## config.mk

```make
export PLATFORM = sky130hd
export DESIGN_NAME = pipe_hazard_ctrl_flat
export DESIGN_NICKNAME = d
export VERILOG_FILES = /design/src/rtl/pipe_hazard_ctrl_pkg.sv /design/src/rtl/pipe_hazard_ctrl_if.sv /design/src/rtl/pipe_hazard_ctrl_sat_counter.sv /design/src/rtl/pipe_hazard_ctrl.sv /design/src/flat_wrapper.sv
export SDC_FILE = /design/constraint.sdc
export NUM_CORES = 1
export LEC_CHECK = 0
export BUFFER_PORTS_ARGS = -buffer_cell sky130_fd_sc_hd__buf_2
export CAP_MARGIN = 5
export CORE_UTILIZATION = 58
export DETAILED_ROUTE_END_ITERATION = 6
export GPL_TIMING_DRIVEN = 0
export PLACE_DENSITY = 0.84
export SYNTH_ARGS = -nofsm -noshare
export SYNTH_HDL_FRONTEND = slang
export SYNTH_SLANG_ARGS = --single-unit
```

## constraint.sdc

```tcl
create_clock -name clk_i -period 3.6 [get_ports clk_i]
set_clock_uncertainty 0.1 [all_clocks]
set_input_delay 0.18 -clock clk_i [delete_from_list [all_inputs] [get_ports clk_i]]
set_output_delay 0.18 -clock clk_i [all_outputs]
set_load 0.05 [all_outputs]
```

## src/rtl/pipe_hazard_ctrl_pkg.sv

```systemverilog
// Shared types and constants for the pipeline stall/flush scheduler.
package cpu_pkg;

    typedef enum logic [1:0] {
        ST_IDLE = 2'd0,
        ST_RUN  = 2'd1,
        ST_WAIT = 2'd2,
        ST_HALT = 2'd3
    } state_e;

    localparam logic [31:0] NOP_INSTR     = 32'h0000_0013;
    localparam int          DEFAULT_CNT_W = 32;

    function automatic logic is_active(input state_e s);
        return (s == ST_RUN) || (s == ST_WAIT);
    endfunction

endpackage

```

## src/rtl/pipe_hazard_ctrl_if.sv

```systemverilog
// Hazard-detect inputs and pipeline write-enable outputs of the scheduler.
interface pipe_hazard_ctrl_if;

    logic [4:0] id_rs1_i;
    logic [4:0] id_rs2_i;
    logic       id_use_rs2_i;
    logic       id_branch_taken_i;
    logic [4:0] ex_rd_i;
    logic       ex_memread_i;
    logic       mem_req_i;
    logic       mem_ack_i;

    logic       pc_we_o;
    logic       ifid_we_o;
    logic       ifid_flush_o;
    logic       idex_bubble_o;
    logic       back_we_o;
    logic       stall_o;
    logic       flush_o;

    modport slave (
        input  id_rs1_i, id_rs2_i, id_use_rs2_i, id_branch_taken_i,
        input  ex_rd_i, ex_memread_i, mem_req_i, mem_ack_i,
        output pc_we_o, ifid_we_o, ifid_flush_o, idex_bubble_o,
        output back_we_o, stall_o, flush_o
    );

    modport master (
        output id_rs1_i, id_rs2_i, id_use_rs2_i, id_branch_taken_i,
        output ex_rd_i, ex_memread_i, mem_req_i, mem_ack_i,
        input  pc_we_o, ifid_we_o, ifid_flush_o, idex_bubble_o,
        input  back_we_o, stall_o, flush_o
    );

endinterface

```

## src/rtl/pipe_hazard_ctrl_sat_counter.sv

```systemverilog
// Saturating up-counter with synchronous clear and async active-low reset.
module sat_counter #(
    parameter int W = 32
) (
    input  logic         clk_i,
    input  logic         rst_i,
    input  logic         inc_i,
    input  logic         clear_i,
    output logic [W-1:0] q_o
);

    logic [W-1:0] q_q, q_d;

    always_comb begin
        q_d = q_q;
        if (clear_i)
            q_d = '0;
        else if (inc_i && (q_q != '1))
            q_d = q_q + W'(1);
    end

    always_ff @(posedge clk_i or negedge rst_i) begin
        if (!rst_i)
            q_q <= '0;
        else
            q_q <= q_d;
    end

    assign q_o = q_q;

endmodule

```

## src/rtl/pipe_hazard_ctrl.sv

```systemverilog
// Pipeline stall/flush scheduler: run FSM, load-use/branch priority, saturating stats.
module pipe_hazard_ctrl
    import cpu_pkg::*;
#(
    parameter int CNT_W      = DEFAULT_CNT_W,
    parameter int MAX_CYCLES = 64
) (
    input  logic               clk_i,
    input  logic               rst_i,
    input  logic               start_i,
    pipe_hazard_ctrl_if.slave  hz,
    output logic [1:0]         state_o,
    output logic               done_o,
    output logic [CNT_W-1:0]   stall_cnt_o,
    output logic [CNT_W-1:0]   flush_cnt_o,
    output logic [CNT_W-1:0]   wait_cnt_o,
    output logic [CNT_W-1:0]   cycle_cnt_o
);

    // Budget compare is done at >=32 bits so a narrow counter never aliases MAX_CYCLES-1.
    localparam int CW = (CNT_W > 32) ? CNT_W : 32;

    state_e state_q, state_d;

    logic active;
    logic mem_wait;
    logic freeze;
    logic lu;
    logic budget_hit;
    logic [CW-1:0] cyc_ext;

    logic pc_we, ifid_we, ifid_flush, idex_bubble, back_we, stall, flush;

    assign active   = is_active(state_q);
    assign mem_wait = hz.mem_req_i & ~hz.mem_ack_i;
    assign freeze   = ~active | mem_wait;

    assign lu = hz.ex_memread_i && (hz.ex_rd_i != 5'd0) &&
                ((hz.ex_rd_i == hz.id_rs1_i) ||
                 (hz.id_use_rs2_i && (hz.ex_rd_i == hz.id_rs2_i)));

    assign cyc_ext    = CW'(cycle_cnt_o);
    assign budget_hit = (MAX_CYCLES != 0) && (cyc_ext == CW'(MAX_CYCLES - 1));

    always_comb begin
        state_d = state_q;
        unique case (state_q)
            ST_IDLE: if (start_i) state_d = ST_RUN;
            ST_RUN: begin
                if (budget_hit)    state_d = ST_HALT;
                else if (!start_i) state_d = ST_IDLE;
                else if (mem_wait) state_d = ST_WAIT;
            end
            ST_WAIT: begin
                if (budget_hit)          state_d = ST_HALT;
                else if (!start_i)       state_d = ST_IDLE;
                else if (hz.mem_ack_i)   state_d = ST_RUN;
            end
            ST_HALT: state_d = ST_HALT;
            default: state_d = ST_IDLE;
        endcase
    end

    always_ff @(posedge clk_i or negedge rst_i) begin
        if (!rst_i)
            state_q <= ST_IDLE;
        else
            state_q <= state_d;
    end

    always_comb begin
        pc_we       = 1'b0;
        ifid_we     = 1'b0;
        ifid_flush  = 1'b0;
        idex_bubble = 1'b0;
        back_we     = 1'b0;
        stall       = 1'b0;
        flush       = 1'b0;
        if (!freeze) begin
            back_we = 1'b1;
            if (lu) begin
                // A taken branch here is dropped; it re-resolves once the bubble passes.
                idex_bubble = 1'b1;
                stall       = 1'b1;
            end else begin
                pc_we   = 1'b1;
                ifid_we = 1'b1;
                if (hz.id_branch_taken_i) begin
                    ifid_flush = 1'b1;
                    flush      = 1'b1;
                end
            end
        end
    end

    assign hz.pc_we_o       = pc_we;
    assign hz.ifid_we_o     = ifid_we;
    assign hz.ifid_flush_o  = ifid_flush;
    assign hz.idex_bubble_o = idex_bubble;
    assign hz.back_we_o     = back_we;
    assign hz.stall_o       = stall;
    assign hz.flush_o       = flush;

    assign state_o = state_q;
    assign done_o  = (state_q == ST_HALT);

    sat_counter #(.W(CNT_W)) u_stall_cnt (
        .clk_i   (clk_i),
        .rst_i   (rst_i),
        .inc_i   (stall),
        .clear_i (1'b0),
        .q_o     (stall_cnt_o)
    );

    sat_counter #(.W(CNT_W)) u_flush_cnt (
        .clk_i   (clk_i),
        .rst_i   (rst_i),
        .inc_i   (flush),
        .clear_i (1'b0),
        .q_o     (flush_cnt_o)
    );

    sat_counter #(.W(CNT_W)) u_wait_cnt (
        .clk_i   (clk_i),
        .rst_i   (rst_i),
        .inc_i   (active & mem_wait),
        .clear_i (1'b0),
        .q_o     (wait_cnt_o)
    );

    sat_counter #(.W(CNT_W)) u_cycle_cnt (
        .clk_i   (clk_i),
        .rst_i   (rst_i),
        .inc_i   (active),
        .clear_i (1'b0),
        .q_o     (cycle_cnt_o)
    );

endmodule

```

## src/flat_wrapper.sv

```systemverilog
// flat-port wrapper written by rule: the top's interface ports become plain ports
module pipe_hazard_ctrl_flat import cpu_pkg::*;
#(
    parameter int CNT_W      = DEFAULT_CNT_W,
    parameter int MAX_CYCLES = 64
)
  (clk_i, rst_i, start_i, state_o, done_o, stall_cnt_o, flush_cnt_o, wait_cnt_o, cycle_cnt_o, hz_id_rs1_i, hz_id_rs2_i, hz_id_use_rs2_i, hz_id_branch_taken_i, hz_ex_rd_i, hz_ex_memread_i, hz_mem_req_i, hz_mem_ack_i, hz_pc_we_o, hz_ifid_we_o, hz_ifid_flush_o, hz_idex_bubble_o, hz_back_we_o, hz_stall_o, hz_flush_o);
  pipe_hazard_ctrl_if hz_i ();
  input  logic clk_i;
  input  logic rst_i;
  input  logic start_i;
  output logic [1:0] state_o;
  output logic done_o;
  output logic [CNT_W-1:0] stall_cnt_o;
  output logic [CNT_W-1:0] flush_cnt_o;
  output logic [CNT_W-1:0] wait_cnt_o;
  output logic [CNT_W-1:0] cycle_cnt_o;
  input wire logic [$bits(hz_i.id_rs1_i)-1:0] hz_id_rs1_i;
  input wire logic [$bits(hz_i.id_rs2_i)-1:0] hz_id_rs2_i;
  input wire logic [$bits(hz_i.id_use_rs2_i)-1:0] hz_id_use_rs2_i;
  input wire logic [$bits(hz_i.id_branch_taken_i)-1:0] hz_id_branch_taken_i;
  input wire logic [$bits(hz_i.ex_rd_i)-1:0] hz_ex_rd_i;
  input wire logic [$bits(hz_i.ex_memread_i)-1:0] hz_ex_memread_i;
  input wire logic [$bits(hz_i.mem_req_i)-1:0] hz_mem_req_i;
  input wire logic [$bits(hz_i.mem_ack_i)-1:0] hz_mem_ack_i;
  output wire logic [$bits(hz_i.pc_we_o)-1:0] hz_pc_we_o;
  output wire logic [$bits(hz_i.ifid_we_o)-1:0] hz_ifid_we_o;
  output wire logic [$bits(hz_i.ifid_flush_o)-1:0] hz_ifid_flush_o;
  output wire logic [$bits(hz_i.idex_bubble_o)-1:0] hz_idex_bubble_o;
  output wire logic [$bits(hz_i.back_we_o)-1:0] hz_back_we_o;
  output wire logic [$bits(hz_i.stall_o)-1:0] hz_stall_o;
  output wire logic [$bits(hz_i.flush_o)-1:0] hz_flush_o;
  assign hz_i.id_rs1_i = hz_id_rs1_i;
  assign hz_i.id_rs2_i = hz_id_rs2_i;
  assign hz_i.id_use_rs2_i = hz_id_use_rs2_i;
  assign hz_i.id_branch_taken_i = hz_id_branch_taken_i;
  assign hz_i.ex_rd_i = hz_ex_rd_i;
  assign hz_i.ex_memread_i = hz_ex_memread_i;
  assign hz_i.mem_req_i = hz_mem_req_i;
  assign hz_i.mem_ack_i = hz_mem_ack_i;
  assign hz_pc_we_o = hz_i.pc_we_o;
  assign hz_ifid_we_o = hz_i.ifid_we_o;
  assign hz_ifid_flush_o = hz_i.ifid_flush_o;
  assign hz_idex_bubble_o = hz_i.idex_bubble_o;
  assign hz_back_we_o = hz_i.back_we_o;
  assign hz_stall_o = hz_i.stall_o;
  assign hz_flush_o = hz_i.flush_o;
  pipe_hazard_ctrl #(.CNT_W(CNT_W), .MAX_CYCLES(MAX_CYCLES)) u_core (.clk_i(clk_i), .rst_i(rst_i), .start_i(start_i), .hz(hz_i), .state_o(state_o), .done_o(done_o), .stall_cnt_o(stall_cnt_o), .flush_cnt_o(flush_cnt_o), .wait_cnt_o(wait_cnt_o), .cycle_cnt_o(cycle_cnt_o));
endmodule
```

==> metrics.md, run 1 <==
| Metric | Value |
|---|---|
| Predominant post-synthesis flop cell | dfrtp_1 |
| WP buf/inv | 4 |
| Unrepaired setup endpoints after global routing | no |
| Simple-gate share of the synthesized area | 26.3% |
| # clock sinks | 130 |
| Post-route ant nets | 0 |
| DRC | 0 |
| Row cnt | 38 |
| Share of the synthesized area in the top cell type | 49.3% |
| Met1 Wirelength | around 6.7 mm |
| CTS clk-pin slew, worst paths | 0.05 ns |
| Routed wire length | 16.0 mm |
| Multiplexer share of the synthesized area | 0.682% |
| Area of the mapped netlist | 6600 um^2 |
| Yosys cell types | 50 |
| Peak supply drop | approximately 400 uV |
| Number of DRC markers in iteration 0 | 363 |
| Root buf cell | clkbuf_16 |
| Post-Synth Adder-Cell Area | 1.71% |
| Syn avg cell area | 10.3 um^2 |
| Final net count | about 850 |
| Syn nets | 672 |
| Post-layout minimum cycle time | 3.31 ns |
| DP HPWL | 11.3 mm |
| CP Launch Type | register |
| Setup bufs post-CTS | 0 |
| Total Negative Setup Slacks | 0 ns |
| DR top layer | met4 |
| Final setup viols | 0 |
| Hold Path Class | in -> reg |
| Compound-Gate Fraction of Synth Area | under 10% |
| CTS buffer count | 17 |
| Crit path DAT | 3.03 ns |
| Net Sw Frac | 34.7% |
| # H-tree levels | 4 |
| Family with the most delay on the worst path | buffers and inverters |
| Starting Density | 60.1% |
| #FFs+latches synth | 130 |
| Global-route wire length before repair | about 26 mm |
| Slew headroom | between 40% and 50% |
| Max-cap viol count | 0 |
| Clock Path Buffers | 2 |
| DR vias | 5634 |
| Average wire per standard cell | roughly 16 um |
| Routed met2 length | about 7.8 mm |
| Pre-CTS setup slack | 0.681 ns |
| Clock share of power | 37.2% |
| WL met3 | 1.02 mm |
| Die Span X | 109 um |
| Sequential share of the synthesized area | approximately 49% |
| CTS tree | done |
| Vias in the first global route | approximately 5.4k |
| Cells after Synth | 640 |
| Switch Pwr | 1.59 mW |
| Final worst setup slack | 0.287 ns |
| Synth area leaders | dfrtp_1 (49%), xor2_1 (9.7%), xnor2_1 (8.0%) |
| Core Util, Final | 74.7% |
| Hold-fix buffers at CTS | 1 |
| Main combinational cell family by area after synthesis | simple AND/OR/NAND/NOR gates |
| Final Hold Viols | 0 |
| Area leader, netlist | dfrtp_1 |
| Cts repair resizes | 0 |
| GR Util All Layers | between 20 and 30% |
| Core area | 11000 um^2 |
| Leakage Power | 4.26 nW |
| 1st-pass router iterations | 5 |
| CP endpoint kind | output port |
| Final Cycle Share | 92.0% |
| Slew Limit Fails | 0 |
| Status | completed |
| Worst path max stage delay | roughly 0.58 ns |
| Clock latency on the worst-skew pair | 0.42 ns |
| Crit path max fanout | 10 |
| Commonest cells after routing, fill and taps aside | buf_2 (164), dfrtp_1 (130), xor2_1 (73), xnor2_1 (60) |
| Crit-path slowest cell | nor3_2 |
| I/O pin total | 161 |
| Initial antenna violation count | 1 |
| P&R area growth vs syn | 24.2% |
| Via density | 5.79 |
| Fmax | just over 300 MHz |
| CP Class | reg -> out |
| Seq pwr share | between 30 and 40% |
| Internal | between 2 and 3 mW |
| Total grt overflow | 0 |
| Layout cells sized above 1 | 25.1% |
| Power Total | 4.58 mW |
| Largest net degree at the start of global routing | 67 |
| Number of I/O port buffers | 160 |
| Slew at the pin closest to its max-slew limit | 0.811 ns |
| Number of synthesized flops with an enable pin | 0 |
| CP cell instances | inv_1 > ha_1 > clkbuf_1 > nand2_1 > nor3_2 > buf_4 > buf_2 |
| Most common cell after layout, fill and taps aside | buf_2 |
| Async S/R FF share, synth | 100% |
| RePlAce Congestion | 0.876 |
| Worst EP required | roughly 3.3 ns |
| Synth Area in XOR/XNOR | 17.6% |
| Die ar. | 11800 um^2 |
| # fillers | just under 800 |
| Final Hold Slack | 0.0608 ns |
| Yosys warnings | 0 |
| Combinational Power Share | 24.9% |
| Pwr dens | 558 nW/um^2 |
| Die height | 109 um |
==> synthesized netlist by cell type (4+ instances only) <==
cell type,n
a21oi_1,6
and2_1,10
and3_1,23
and4_1,14
buf_2,5
clkbuf_1,5
dfrtp_1,130
ha_1,9
inv_1,10
mux2_2,4
nand2_1,48
nand3_1,48
nand4_1,45
nor2_1,46
nor2b_1,4
nor3_1,31
nor4_1,22
xnor2_1,60
xor2_1,73
==> metrics by stage <==
stage	instance area (um^2)	instances
floorplan	6600	640
global placement	7580	940
detailed placement	7610	941
CTS	8200	972
global route	8200	972
finish	8200	973
==> registers in the layout (all words and copies together), names as in the netlist <==
register and count:
u_core.u_cycle_cnt.q_o 32, u_core.u_flush_cnt.q_o 32, u_core.u_stall_cnt.q_o 32, u_core.u_wait_cnt.q_o 32
u_core.state_o 2
==> metal layers <==
metal	vias up	GRT usage [%]
li1	2640	-
met1	2737	35.7
met2	219	44.8
met3	38	7.77
met4	0	14.8
met5	-	0
==> final timing paths <==
check | startpoint | to | slack, ns | cells after the start
hold / removal | start_i | u_core.state_o[0] | 0.06 | 3
min in group asynchronous | rst_i | u_core.u_wait_cnt.q_o[12] | 0.20 | 2
max in group asynchronous | rst_i | u_core.u_cycle_cnt.q_o[0] | 2.47 | 3
setup / recovery | u_core.state_o[0] | hz_stall_o | 0.29 | 7
hold reg to reg | u_core.u_stall_cnt.q_o[25] | u_core.u_stall_cnt.q_o[25] | 0.38 | 1
setup reg to reg | u_core.state_o[0] | u_core.u_flush_cnt.q_o[24] | 0.63 | 7
==> logic make-up after synthesis <==
| group | after synthesis |
|---|---|
| and+or+nand+nor | 317 |
| xor gates and xnor gates | 133 |
| DFF | 130 |
| buffers and inverters | 24 |
| AOI/OAI and AO/OA | 23 |
| adders and majority gates | 9 |
| muxes | 4 |
==> power by group through the flow <==
stage	Clock (mW)	Combinational [mW]	Sequential, mW
floorplan	0	0.446	2.11
global placement	0	1.10	1.74
detailed placement	0	1.13	1.75
CTS	1.72	1.14	1.73
global route	1.78	1.22	1.76
finish	1.70	1.14	1.74
==> worst min-delay path, delay by kind of cell <==
| family | cells | cell delay (ns) |
|---|---|---|
| AO/OA/AOI/OAI | 2 | 0.24 |
| buffers and inverters | 1 | 0.11 |
==> cell type report <==
cell class	count	area, um^2	area share, %
antenna	1	2.50	0.0305
buffer	14	77.6	0.946
clock buffer	24	472	5.75
clock inverter	6	105	1.28
inverter	10	37.5	0.458
multi-input combinational	486	3230	39.4
sequential	130	3250	39.7
tap	140	175	2.14
timing repair buffer	162	845	10.3
Power figures use the tool's default switching activity.
==> run 2, diff against run 1 <==
- ABC_CLOCK_PERIOD_IN_PS: default -> 3600
- REMOVE_ABC_BUFFERS: default -> 1
==> metrics.md, run 2 (synthesis gave the netlist of run 1 again) <==
| Metric | Value |
|---|---|
| Total Negative Setup Slacks | 0 ns (unchanged) |
| Global-route wire length before repair | 26.5 mm (+3.1%) |
| Final setup viols | 0 (unchanged) |
| Die height | 109 um (unchanged) |
| Cts repair resizes | 0 (unchanged) |
| DR vias | 5695 (+1.1%) |
| CTS buffer count | 17 (unchanged) |
| Hold-critical path depth | 3 (unchanged) |
| Total grt overflow | 0 (unchanged) |
| Worst setup startpoint | u_core.state_o[0] |
| Average wire per standard cell | 17.1 um (+3.8%) |
| Root buf cell | clkbuf_16 |
| Clock Path Buffers | 2 (unchanged) |
| Reg2reg end | u_core.u_stall_cnt.q_o[10] |
| Post-layout minimum cycle time | 2.99 ns (-0.327 ns) |
| Internal | 3.08 mW (+3.1%) |
| Power Total | 4.70 mW (+2.5%) |
| Die ar. | 11800 um^2 (unchanged) |
| Seq pwr share | 37.1% (-0.8 points) |
| I/O pin total | 161 (unchanged) |
| R2R Setup Slk | 0.86 ns (+0.23 ns) |
| Hold-fix buffers at CTS | 1 (unchanged) |
| Number of DRC markers in iteration 0 | 386 (+6.3%) |
| Starting Density | 60.1% (unchanged) |
| Peak supply drop | 716 uV (+78%) |
| CTS clk-pin slew, worst paths | 0.05 ns (about the same) |
| Slew Limit Fails | 0 (unchanged) |
| Clock share of power | 39.3% (+2.1 points) |
| P&R area growth vs syn | 24.1% (about the same) |
| Pwr dens | 573 nW/um^2 (+2.6%) |
| Via density | 5.93 (+2.5%) |
| Setup bufs post-CTS | 0 (unchanged) |
| DRC | 0 (unchanged) |
| Max-cap viol count | 0 (unchanged) |
| Commonest cells after routing, fill and taps aside | buf_2 (159), dfrtp_1 (130), xor2_1 (73), xnor2_1 (60) |
| Combinational Power Share | 23.6% (-1.3 points) |
| Largest net degree at the start of global routing | 73 (+9.0%) |
| Final Hold Viols | 0 (unchanged) |
| Slew headroom | 17.7% (-28 points) |
| Layout cells sized above 1 | 25.4% (+0.25 points) |
| Initial antenna violation count | 0 (-1) |
| Status | completed |
| Hold path startpoint | start_i |
| Routed wire length | 16.4 mm (+2.5%) |
| WHS Endpoint | u_core.state_o[0] |
| Critical R2R Launch | u_core.state_o[0] |
| CTS tree | done |
| Clock latency on the worst-skew pair | 0.42 ns (about the same) |
| CP endpoint kind | output port |
| Switch Pwr | 1.61 mW (+1.5%) |
| Net Sw Frac | 34.3% (-0.36 points) |
| # H-tree levels | 4 (unchanged) |
| Fmax | 335 MHz (+11%) |
| Crit path max fanout | 12 (+2) |
| Die Span X | 109 um (unchanged) |
| Core area | 11000 um^2 (unchanged) |
| Final worst setup slack | 0.614 ns (+0.327 ns) |
| 1st-pass router iterations | 5 (unchanged) |
| Pre-CTS setup slack | 0.815 ns (+0.134 ns) |
| Row cnt | 38 (unchanged) |
| Antenna diodes | 0 (-1) |
| Vias in the first global route | 5417 (+0.31%) |
| RePlAce Congestion | 0.858 (-2.0%) |
| Number of I/O port buffers | 160 (unchanged) |
| R2R depth | 6 (-1) |
| CP Launch Type | register |
| Slew at the pin closest to its max-slew limit | 1.23 ns (+0.418 ns) |
| Most common cell after layout, fill and taps aside | buf_2 |
| Post-route ant nets | 0 (unchanged) |
| GR Util All Layers | 28.9% (+0.54 points) |
| Worst EP required | 3.32 ns (about the same) |
| Unrepaired setup endpoints after global routing | no |
| Final net count | 840 (-1.5%) |
| Leakage Power | 4.24 nW (-0.46%) |
| Crit path DAT | 2.71 ns (-0.32 ns) |
| Final Cycle Share | 82.9% (-9.1 points) |
| DP HPWL | 11.2 mm (-0.98%) |
| Hold Path Class | in -> reg |
| # clock sinks | 130 (unchanged) |
| # fillers | 757 (-2.4%) |
| CP Class | reg -> out |
[run 2: changes by cell type in the layout (fill, tap and decap cells not counted)]
cell,delta
clkinv_2,+1
buf_2,-5
nor4_2,+1
nor4_1,-1
clkbuf_8,+2
clkinvlp_4,+2
buf_4,-2
bufinv_16,+1
clkbuf_1,-10
buf_6,-1
diode_2,-1
[run 2: layer usage]
| layer | up-vias | share of wire, % | global-route usage [%] |
|---|---|---|---|
| met5 | - | 0 | 0 |
| met4 | 0 | 1.9 | 10.9 |
| met3 | 35 | 6.7 | 7.17 |
| met2 | 260 | 50 | 47.6 |
| met1 | 2782 | 42 | 36.9 |
| li1 | 2618 | - | - |
[run 2: how the worst max path moves through the flow]
stage / slack, ns / cells past startpoint / end
after floorplan: 0.05 / 6 / u_core.u_stall_cnt.q_o[10]
after detailed placement: 0.81 / 7 / u_core.u_flush_cnt.q_o[1]
final: 0.61 / 5 / hz_stall_o
after CTS: 0.64 / 5 / hz_stall_o
after global placement: 0.26 / 6 / u_core.u_flush_cnt.q_o[1]
after global routing: 0.50 / 5 / hz_stall_o
[run 2: critical path, stage by stage (launching register included)]
cell,delay [ns]
dfrtp_1,0.41
inv_1,0.10
ha_1,0.56
nand2_1,0.29
nor3_2,0.54
buf_2,0.38
[run 2: power groups by stage]
stage | Combinational [mW] | Sequential, mW | Clock, mW
after floorplan | 0.427 | 2.11 | 0
after global placement | 1.07 | 1.74 | 0
after detailed placement | 1.10 | 1.76 | 0
after CTS | 1.11 | 1.74 | 1.86
after global routing | 1.18 | 1.76 | 1.92
final | 1.11 | 1.74 | 1.85
[run 2: per-stage QoR]
step                      hold WS, ns  util (%)  instances  cell area (um^2)
after detailed placement       0.0844      68.7        928              7550
after CTS                      0.0585      74.6        960              8190
after global routing            0.134      74.6        960              8190
after floorplan                -0.216         -        626              6520
after global placement          0.370      68.3        926              7500
final                          0.0531      74.6        960              8190
[run 2: layout make-up]
class / count / area [um^2] / area share [%]
Tap cell: 140 / 175 / 2.14
Timing Repair Buffer: 163 / 852 / 10.4
Inverter: 10 / 37.5 / 0.458
Clock inverter: 10 / 155 / 1.89
Sequential cell: 130 / 3250 / 39.7
Clock buffer: 21 / 480 / 5.86
Multi-Input combinational cell: 486 / 3240 / 39.5
==> run 3, diff against run 2 <==
- ABC_AREA: default -> 1
- ABC_CLOCK_PERIOD_IN_PS: 3600 -> 3050
- CORE_UTILIZATION: 58 -> 57
- PLACE_DENSITY: 0.84 -> 0.79
- clock period: 3.6 -> 3.05 ns (I/O delays scaled with it)
==> metrics.md, run 3 <==
| Metric | Value |
|---|---|
| 1st-pass router iterations | 5 (unchanged) |
| Root buf cell | clkbuf_16 |
| CTS clk-pin slew, worst paths | 0.06 ns (about the same) |
| Number of I/O port buffers | 160 (unchanged) |
| Syn avg cell area | 6.67 um^2 (-35%) |
| Leakage Power | 5.59 nW (+32%) |
| Peak supply drop | 392 uV (-45%) |
| Most instantiated cells after synthesis | nand2_1 (572), nor2_1 (155), dfrtp_1 (130), inv_1 (115), xor2_1 (76) |
| # fillers | 1382 (+83%) |
| Share of the synthesized area in the top cell type | 36.2% (-13 points) |
| Row cnt | 45 (+18%) |
| Predominant post-synthesis flop cell | dfrtp_1 |
| Most common cell in the netlist | nand2_1 |
| Initial antenna violation count | 0 (unchanged) |
| Max-cap viol count | 0 (unchanged) |
| Clock Path Buffers | 2 (unchanged) |
| Cells after Synth | 1345 (+110%) |
| Die Span X | 127 um (+17%) |
| Final Hold Viols | 0 (unchanged) |
| Number of DRC markers in iteration 0 | 684 (+77%) |
| Post-layout minimum cycle time | 2.78 ns |
| Average wire per standard cell | 13.8 um (-19%) |
| CP endpoint kind | output port |
| Hold Path Class | in -> async |
| Routed wire length | 23.7 mm (+45%) |
| Yosys warnings | 0 (unchanged) |
| Family with the most delay on the worst path | compound AO/OA/AOI/OAI gates |
| Fmax | 359 MHz |
| Layout cells sized above 1 | 15.0% (-10 points) |
| Die height | 127 um (+17%) |
| Status | completed |
| Area of the mapped netlist | 8970 um^2 (+36%) |
| CP Launch Type | register |
| # H-tree levels | 4 (unchanged) |
| Crit-path slowest cell | a21oi_2 |
| Dpl cells | 1683 (+81%) |
| DP HPWL | 17.1 mm (+53%) |
| Slew at the pin closest to its max-slew limit | 0.829 ns (-0.401 ns) |
| Synth area leaders | dfrtp_1 (36%), nand2_1 (24%), xor2_1 (7.4%) |
| Setup bufs post-CTS | 0 (unchanged) |
| Pre-CTS setup slack | -0.197 ns (-1.01 ns) |
| I/O pin total | 161 (unchanged) |
| R2R Setup Slk | 0.37 ns (-0.49 ns) |
| Area leader, netlist | dfrtp_1 |
| CP cell instances | inv_1 > ha_1 > nand2_1 > a21oi_2 > buf_2 |
| Final Instance Count excl. Fillers | 1716 (+79%) |
| Final Cycle Share | between 90% and 100% |
| Crit path DAT | 2.53 ns (-0.18 ns) |
| DRC | 0 (unchanged) |
| GR Util All Layers | 30.1% (+1.2 points) |
| Pwr dens | 376 nW/um^2 (-34%) |
| CTS tree | done |
| Via density | 5.26 (-11%) |
| # clock sinks | 130 (unchanged) |
| Sequential share of the synthesized area | 36.2% (-13 points) |
| Vias in the first global route | 8044 (+48%) |
| Worst path max stage delay | 0.64 ns (+0.08 ns) |
| Yosys cell types | 32 (-36%) |
| Antenna diodes | 0 (unchanged) |
| Post-route ant nets | 0 (unchanged) |
| Global-route wire length before repair | 39.1 mm (+48%) |
| Crit path max fanout | 17 (+5) |
| Slew Limit Fails | 0 (unchanged) |
| Core area | 15300 um^2 (+39%) |
| DR vias | 9025 (+58%) |
| Worst EP required | 2.80 ns (-0.52 ns) |
| Multi-input logic area | 5070 um^2 (+57%) |
| Largest net degree at the start of global routing | 92 (+26%) |
| P&R area growth vs syn | 17.5% |
| Unrepaired setup endpoints after global routing | no |
| Most common cell after layout, fill and taps aside | nand2_1 |
| Die ar. | 16300 um^2 (+38%) |
| Total Negative Setup Slacks | 0 ns (unchanged) |
| CP Class | reg -> out |
| Clock latency on the worst-skew pair | 0.43 ns (about the same) |
| Final setup viols | 0 (unchanged) |
| #FFs+latches synth | 130 (unchanged) |
| Number of synthesized flops with an enable pin | 0 (unchanged) |
| Total grt overflow | 0 (unchanged) |
| RePlAce Congestion | 0.938 (+9.4%) |
| Slew headroom | 44.7% (+27 points) |
| Final net count | 1524 (+81%) |
| Final worst setup slack | 0.266 ns (-0.348 ns) |
| WP buf/inv | 2 (unchanged) |
| Register area | 3250 um^2 (unchanged) |
| Async S/R FF share, synth | 100% (unchanged) |
| Starting Density | 58.8% (-1.3 points) |
| CTS buffer count | 17 (unchanged) |
| Commonest cells after routing, fill and taps aside | nand2_1 (571), buf_2 (159), nor2_1 (155), dfrtp_1 (130), inv_1 (115) |
==> run 3: power breakdown <==
| group | internal, mW | switching, mW | leakage [nW] |
|---|---|---|---|
| clock network | 1.35 | 0.802 | 0.302 |
| registers | 1.73 | 0 | 1.67 |
| logic | 0.0247 | 0.0634 | 3.61 |
==> run 3: routing by layer <==
layer	GRT usage (%)	vias to the layer above	part of all wire (%)
li1	-	4524	-
met2	48.1	314	46
met3	5.15	36	6.4
met1	41.6	4151	46
met4	9.52	0	1.5
met5	0	-	0
==> run 3: kinds of logic (layout without fill, tap and decap cells) <==
kind of cell             after synthesis  after routing  synth area share, %
AO/OA/AOI/OAI                         52             52                 3.23
XOR/XNOR                              94             94                 9.17
adder cells (fa/ha/maj)                9              9                 1.25
buffers and inverters                155            315                 7.61
flip-flops                           130            130                 36.2
AND/OR/NAND/NOR                      905            905                 42.5
==> run 3: repair_timing <==
action | 4_1_cts | 5_1_grt
hold buffers | 1 | 0
pin swaps | 0 | 1
endpoints found under the setup margin | 58 | 58
resized for setup | 2 | 2
endpoints found under the hold margin | 49 | 0
==> run 3: layout make-up <==
class | count | area share [%]
Tap cell | 211 | 2.50
Clock buffer | 20 | 4.43
Timing Repair Buffer | 164 | 8.41
Clock inverter | 12 | 1.47
Inverter | 119 | 4.24
Sequential cell | 130 | 30.9
Multi-Input combinational cell | 1060 | 48.1
==> run 3: worst paths after layout <==
check,cells after the start,endpoint,from
setup / recovery,5,hz_ifid_we_o,u_core.state_o[0]
hold reg to reg,2,u_core.u_wait_cnt.q_o[31],u_core.u_wait_cnt.q_o[31]
setup reg to reg,9,u_core.u_stall_cnt.q_o[10],u_core.state_o[0]
min in group clk_i,7,u_core.state_o[0],start_i
hold / removal,2,u_core.u_wait_cnt.q_o[2],rst_i
max in group asynchronous,3,u_core.u_flush_cnt.q_o[15],rst_i
==> run 3: metrics by stage <==
stage	utilization, %	instance area (um^2)	power [mW]	hold WS [ns]
detailed placement	64.8	9890	1.85	-0.0112
global route	69.1	10500	4.08	0.145
global placement	64.2	9800	1.84	0.398
CTS	69.0	10500	3.99	0.111
finish	69.1	10500	3.97	0.104
floorplan	-	8740	1.78	-0.243
